===== config.mk =====
export PLATFORM = sky130hd
export DESIGN_NAME = fifo_lite
export DESIGN_NICKNAME = d
export VERILOG_FILES = /design/src/rtl/fifo_lite.sv
export SDC_FILE = /design/constraint.sdc
export NUM_CORES = 1
export LEC_CHECK = 0
export CAP_MARGIN = 10
export CORE_ASPECT_RATIO = 1.25
export CORE_UTILIZATION = 55
export CTS_CLUSTER_SIZE = 12
export DETAILED_ROUTE_END_ITERATION = 6
export GPL_ROUTABILITY_DRIVEN = 0
export PLACE_DENSITY = 0.83
export SLEW_MARGIN = 20
export SYNTH_ARGS = -nofsm -noshare
export SYNTH_HDL_FRONTEND = slang
export SYNTH_SLANG_ARGS = --single-unit

===== constraint.sdc =====
create_clock -name clk -period 5.1 [get_ports clk]
set_clock_uncertainty 0.1 [all_clocks]
set_input_delay 1.02 -clock clk [delete_from_list [all_inputs] [get_ports clk]]
set_output_delay 1.02 -clock clk [all_outputs]
set_load 0.01 [all_outputs]

===== src/rtl/fifo_lite.sv =====
// fifo_lite: single-clock FIFO with a registered read port, used as the UART TX/RX buffer.
// Define FIFO_LITE_ERR_FLAGS_EN to add registered overflow/underflow pulse outputs.
module fifo_lite #(
  parameter int WIDTH = 8,
  parameter int DEPTH = 16
) (
  input  logic             clk,
  input  logic             rst,
  input  logic             wr_en,
  input  logic [WIDTH-1:0] wr_data,
  input  logic             rd_en,
  output logic [WIDTH-1:0] rd_data,
  output logic             rd_valid,
  output logic             empty,
  output logic             full
`ifdef FIFO_LITE_ERR_FLAGS_EN
  ,
  output logic             overflow,
  output logic             underflow
`endif
);

  localparam int AW = $clog2(DEPTH);
  localparam logic [AW:0] FULL_CNT = AW'(0) + (AW+1)'(DEPTH);

  logic [WIDTH-1:0] mem_q [DEPTH];
  logic [AW-1:0]    wr_ptr, wr_ptr_d;
  logic [AW-1:0]    rd_ptr_q, rd_ptr_d;
  logic [AW:0]      count_q, count_d;
  logic [WIDTH-1:0] rd_data_q, rd_data_d;
  logic             rd_valid_q, rd_valid_d;
  logic             wr_acc, rd_acc;

  // Status is decoded from the pre-edge count, so full/empty arbitrate simultaneous access.
  assign empty  = (count_q == '0);
  assign full   = (count_q == FULL_CNT);
  assign wr_acc = wr_en && !full;
  assign rd_acc = rd_en && !empty;

  always_comb begin
    wr_ptr_d   = wr_ptr;
    rd_ptr_d   = rd_ptr_q;
    count_d    = count_q;
    rd_data_d  = rd_data_q;
    rd_valid_d = 1'b0;
    if (wr_acc) wr_ptr_d = wr_ptr + 1'b1;
    if (rd_acc) begin
      rd_ptr_d   = rd_ptr_q + 1'b1;
      rd_data_d  = mem_q[rd_ptr_q];
      rd_valid_d = 1'b1;
    end
    case ({wr_acc, rd_acc})
      2'b10:   count_d = count_q + 1'b1;
      2'b01:   count_d = count_q - 1'b1;
      default: count_d = count_q;
    endcase
  end

  always_ff @(posedge clk or negedge rst) begin
    if (!rst) begin
      wr_ptr     <= '0;
      rd_ptr_q   <= '0;
      count_q    <= '0;
      rd_data_q  <= '0;
      rd_valid_q <= 1'b0;
    end else begin
      wr_ptr     <= wr_ptr_d;
      rd_ptr_q   <= rd_ptr_d;
      count_q    <= count_d;
      rd_data_q  <= rd_data_d;
      rd_valid_q <= rd_valid_d;
    end
  end

  // Storage is deliberately left out of reset.
  always_ff @(posedge clk) begin
    if (wr_acc) mem_q[wr_ptr] <= wr_data;
  end

  assign rd_data  = rd_data_q;
  assign rd_valid = rd_valid_q;

`ifdef FIFO_LITE_ERR_FLAGS_EN
  logic ovf_q, ovf_d, unf_q, unf_d;

  assign ovf_d = wr_en && full;
  assign unf_d = rd_en && empty;

  always_ff @(posedge clk or negedge rst) begin
    if (!rst) begin
      ovf_q <= 1'b0;
      unf_q <= 1'b0;
    end else begin
      ovf_q <= ovf_d;
      unf_q <= unf_d;
    end
  end

  assign overflow  = ovf_q;
  assign underflow = unf_q;
`endif

endmodule


Word level (Yosys, flattened, before mapping)
Memory sizes are Yosys's and may differ from the RTL's. A register that Yosys moved wholly into a read port is not among the register bits.
Cells that the tools add are included.
{"block": "word_totals", "output_inout_bits": 11, "n_memories": 1, "ram_bits": 128, "register_bits": 14, "wordCells": 23, "in_bits": 12}
{"memory": "mem_q", "depth": 16, "width": 8, "rd": 1, "rd_clocked_by_memory_dff": 1, "write_ports": 1, "line": "26", "text": "logic [WIDTH-1:0] mem_q [DEPTH];"}
{"block": "classes", "n_reduce_logical": 7, "addsub": 4, "n_eq_ne": 3, "mux": 4}
{"operator": "$pmux W5 S2", "n": 1}
{"operator": "$add A4 B1 Y4 const B", "n": 2}
{"operator": "$add A5 B1 Y5 const B", "n": 1}
{"operator": "$eq A5 B5 Y1 const B", "n": 1}
{"operator": "$logic_not A5 Y1", "n": 1}
{"operator": "$sub A5 B1 Y5 const B", "n": 1}
{"operator": "$logic_not A1 Y1", "n": 3}
{"operator": "$mux W1", "n": 3}
{"operator": "$eq A2 B1 Y1 const B", "n": 1}
{"operator": "$eq A2 B2 Y1 const B", "n": 1}
{"operator": "$logic_and A1 B1 Y1", "n": 2}
{"operator": "$reduce_bool A2 Y1", "n": 1}

Depth between registers and ports, before layout
{"block": "logic_depth", "depth_word": 5, "depth_mapped": 13, "depth_no_buf": 12}

Least setup slack after synthesis
OpenSTA, ideal clock, no wires.
{"block": "synth_path", "kind": "in2reg", "startpoint": "in wr_en", "endpoint": "reg count_q[4]", "path_stages": 10, "t_required_ns": 4.876, "setup_ns": 0.124, "path_slack_ns": 1.932, "arrival_ns": 2.944, "cell_sequence": "and2_1 clkbuf_1 inv_1 ha_1 ha_1 nor2b_1 o21ai_0 a21oi_1 or3b_2 xnor2_1"}
{"block": "synth_via", "elab_chain_len": 3, "word_cells_on_any_way": 5, "classes_between": "eq/ne: 2; mux: 1; reduce/logical: 2"}
{"element": "from (decl)", "line": "9", "text": "input logic wr_en,"}
{"element": "$logic_and A1 B1 Y1 (*)", "line": "37", "text": "assign wr_acc = wr_en && !full;"}
{"element": "$eq A2 B1 Y1 or $eq A2 B2 Y1 (tied branches)", "line": "52", "text": "case ({wr_acc, rd_acc})"}
{"element": "$pmux W5 S2 or $reduce_bool A2 Y1 (tied branches)"}
{"element": "to (signal assigned)", "line": "69", "text": "count_q <= count_d;"}
{"element": "to (decl)", "line": "29", "text": "logic [AW:0] count_q, count_d;"}
Mark *: on every way between the ends. The rest lies on a longest branch, timed or not.
A chain may end at the register's enable or synchronous reset.

Worst setup path after layout
{"block": "layout_path", "startpoint": "reg count_q[1]", "endpoint": "reg count_q[4]"}
{"block": "layout_via", "elab_chain_len": 5, "word_cells_on_any_way": 12, "classes_between": "add/sub: 2; eq/ne: 3; mux: 1; reduce/logical: 6"}
{"element": "$logic_not A5 Y1 (*)", "line": "35", "text": "assign empty = (count_q == '0);"}
{"element": "$logic_not A1 Y1 (*)", "line": "38", "text": "assign rd_acc = rd_en && !empty;"}
{"element": "$logic_and A1 B1 Y1 (*)", "line": "38"}
{"element": "named net rd_acc", "line": "32", "text": "logic wr_acc, rd_acc;"}
{"element": "$eq A2 B1 Y1 or $eq A2 B2 Y1 (tied branches)", "line": "52"}
{"element": "$pmux W5 S2 or $reduce_bool A2 Y1 (tied branches)"}
Mark *: on every way through the listed nets, which the timed path passes. The rest lies on a longest branch.

==> flow_summary.toml <==
[floorplanning]
dieHeight_microns = 118
fp.dieW_microns = 95.1
std_cell_rows = 42
ioPinCount = 23
dieArea_sq_um = 11300
coreArea_sq_um = 10600
initial_core_util_pct = 56.4

[synth]
synth.top_cells.by_count = "edfxtp_1, mux4_2, nand2_1"
async_flop_share_pct = 14.7
synth.yosys.seq_area_share_pct = 73.7
syn_nets = 339
synth_edf_count = 128
netlist_instances = 317
yosys.cell_count.top_type = "edfxtp_1"
synthFlopType = "edfxtp_1"
synth_area_leaders = "edfxtp_1, mux4_2, dfrtp_1"
synth.distinct_cells = 32
synth-seq-cells = 150
avgSynthCellArea_sq_um = 18.8
syn-cell-area_sq_um = 5960
synth_top_area_share_pct = 64.5
yosysWarnings = 0
yosys.area.top_type = "edfxtp_1"

[finish]
instances_no_fill = 492
diodes = 0
area_growth_pct = 15.1
drive_above_1_share_pct = 19.4
nets = 369

[cts]
cts_buffer_depth = 2
cts_buffers = 17
ctsHoldBuffers = 0
path_clk_slew_ns = 0.06
clock-root-buffer = "clkbuf_16"
cts_sinks = 150
cts_resized = 0
h-tree-depth = 4
post-cts-setup-buffers = 0
clkLatencyLatePin_ns = 0.42
cts_tree = "done"

[pwr]
swShare_pct = 28.9
p_switching_mw = 1.13
seqPwrFrac_pct = 42.9
p_leak_nw = 2.33
worst_ir_drop_vdd_v = 0.000242
power.density_nw_per_um2 = 569
internal-power_mw = 2.77
p_comb_share_pct = 26.6
power_frac_clock_pct = 30.4

[setup_path]
worstPathRequired_ns = 5.31
path_class = "register to register"
crit_path_start_kind = "register"
cp-startpoint = "count_q[1]"
endpoint_kind = "register"
reg2reg_from = "count_q[1]"
critical_path_arrival_ns = 3.72
crit_fanout = 18

[worst_hold_path]
hold_start = "rd_data[5]"
hold_class = "register to register"

[place]
port_buffers = 22
hpwl_microns = 6750
dp.cells = 460

[grt]
grt_start_max_net_pins = 35
grt_pass1_vias = 3077
grt_remaining_overflow = 0
grt_usage_pct = 21.7
grt_pass1_wl_microns = 17000
antenna_found_initial = 0

[sta]
hold_violations = 0
period_share_pct = 68.9
fmax_mhz = 285
slew_headroom_pct = 38.5
rsz0062_at_grt = "no"
fin_setup_tns_ns = 0
finalMaxSlewViolations = 0
worstMarginPinSlew_ns = 0.922
setup_viol = 0
fin_crit_ns = 3.51

[drt]
routed_wl_microns = 10700
top_layer = "met4"
wl_per_cell_microns = 21.7
drc = 0
vias_per_cell = 5.95
wl_met3_microns = 585
route.met2.wl_microns = 5670
dr.pass1.iters = 4
dr_total_vias = 2929
drt_iter0_markers = 245
wirelength_met1_microns = 4150
ant_nets = 0

[flow_run]
cap_violations = 0

[outcome]
outcome = "finished clean"
layout by cell type (no fill, tap or decap), drive strengths merged, types with 8 or more instances in the layout:
master | Yosys | final
nor2 | 13 | 13
mux4 | 33 | 33
xnor2 | 8 | 8
nand2 | 30 | 30
clkdlybuf4s50 | 0 | 21
mux2i | 8 | 8
o21ai | 12 | 12
clkbuf | 5 | 24
inv | 9 | 9
dfrtp | 22 | 22
edfxtp | 128 | 128
ha | 9 | 9
power groups by stage:
stage          clock, mW  combinational, mW  sequential [mW]
2_1_floorplan          0              0.797             1.63
3_3_place_gp           0               1.01             1.68
3_5_place_dp           0               1.04             1.69
4_1_cts             1.20               1.05             1.68
5_1_grt             1.25               1.15             1.70
6_report            1.19               1.04             1.68
flip-flops by register name, summed over array words and instances, names as in the netlist:
| register | cells |
|---|---|
| mem_q | 128 |
| count_q | 5 |
| rd_ptr_q | 4 |
| rd_valid | 1 |
| wr_ptr | 4 |
| rd_data | 8 |
path summary, 6_finish.rpt:
kind | slack [ns] | cells past startpoint | to
max in group asynchronous | 4.11 | 1 | rd_data[4]
max reg2reg | 1.59 | 10 | count_q[4]
min in group asynchronous | 0.45 | 1 | count_q[4]
min | 0.38 | 2 | rd_data[5]
min reg2reg | 0.38 | 2 | rd_data[5]
max | 1.59 | 10 | count_q[4]
worst max-delay path, cell delays in order, from the launching register on:
cell	delay, ns
dfrtp_1	0.41
or4_1	0.58
o21ai_2	0.54
inv_2	0.15
ha_1	0.27
ha_1	0.33
nor2b_1	0.14
o21ai_0	0.19
a21oi_1	0.10
or3b_2	0.45
xnor2_1	0.13
layer usage:
metal  up-vias  track usage, %
met2       105            34.6
met3        23            7.59
li1       1292               -
met1      1509            26.6
met5         -               0
met4         0            9.19
cell type report:
class	instances	area (sq um)
multi-input cells	142	1450
well taps	132	165
repair buffers	27	253
clock inverters	8	104
clock buffers	24	462
flip-flops and latches	150	4390
inverters	9	33.8
fillers	673	3700
through the flow:
stage | util (%) | hold slack (ns) | power [mW] | setup WS, ns | area (sq um)
after floorplan | - | 0.392 | 2.43 | 1.93 | 5960
after global placement | 59.6 | 0.366 | 2.69 | 1.45 | 6300
after detailed placement | 59.6 | 0.371 | 2.73 | 1.39 | 6300
after CTS | 65.0 | 0.384 | 3.93 | 1.56 | 6860
after global routing | 65.0 | 0.403 | 4.10 | 1.31 | 6860
final | 65.0 | 0.377 | 3.90 | 1.59 | 6860
cell families (layout without fill, tap and decap cells):
kind of cell | count (synthesis) | after routing | share of synthesized area, %
simple gates | 59 | 59 | 4.35
buf+inv | 25 | 68 | 2.02
mux | 41 | 41 | 13.8
fa+ha+maj | 10 | 10 | 2.23
xor+xnor | 10 | 10 | 1.47
flops | 150 | 150 | 73.7
compound gates | 22 | 22 | 2.39
(Power assumes the default switching activity.)
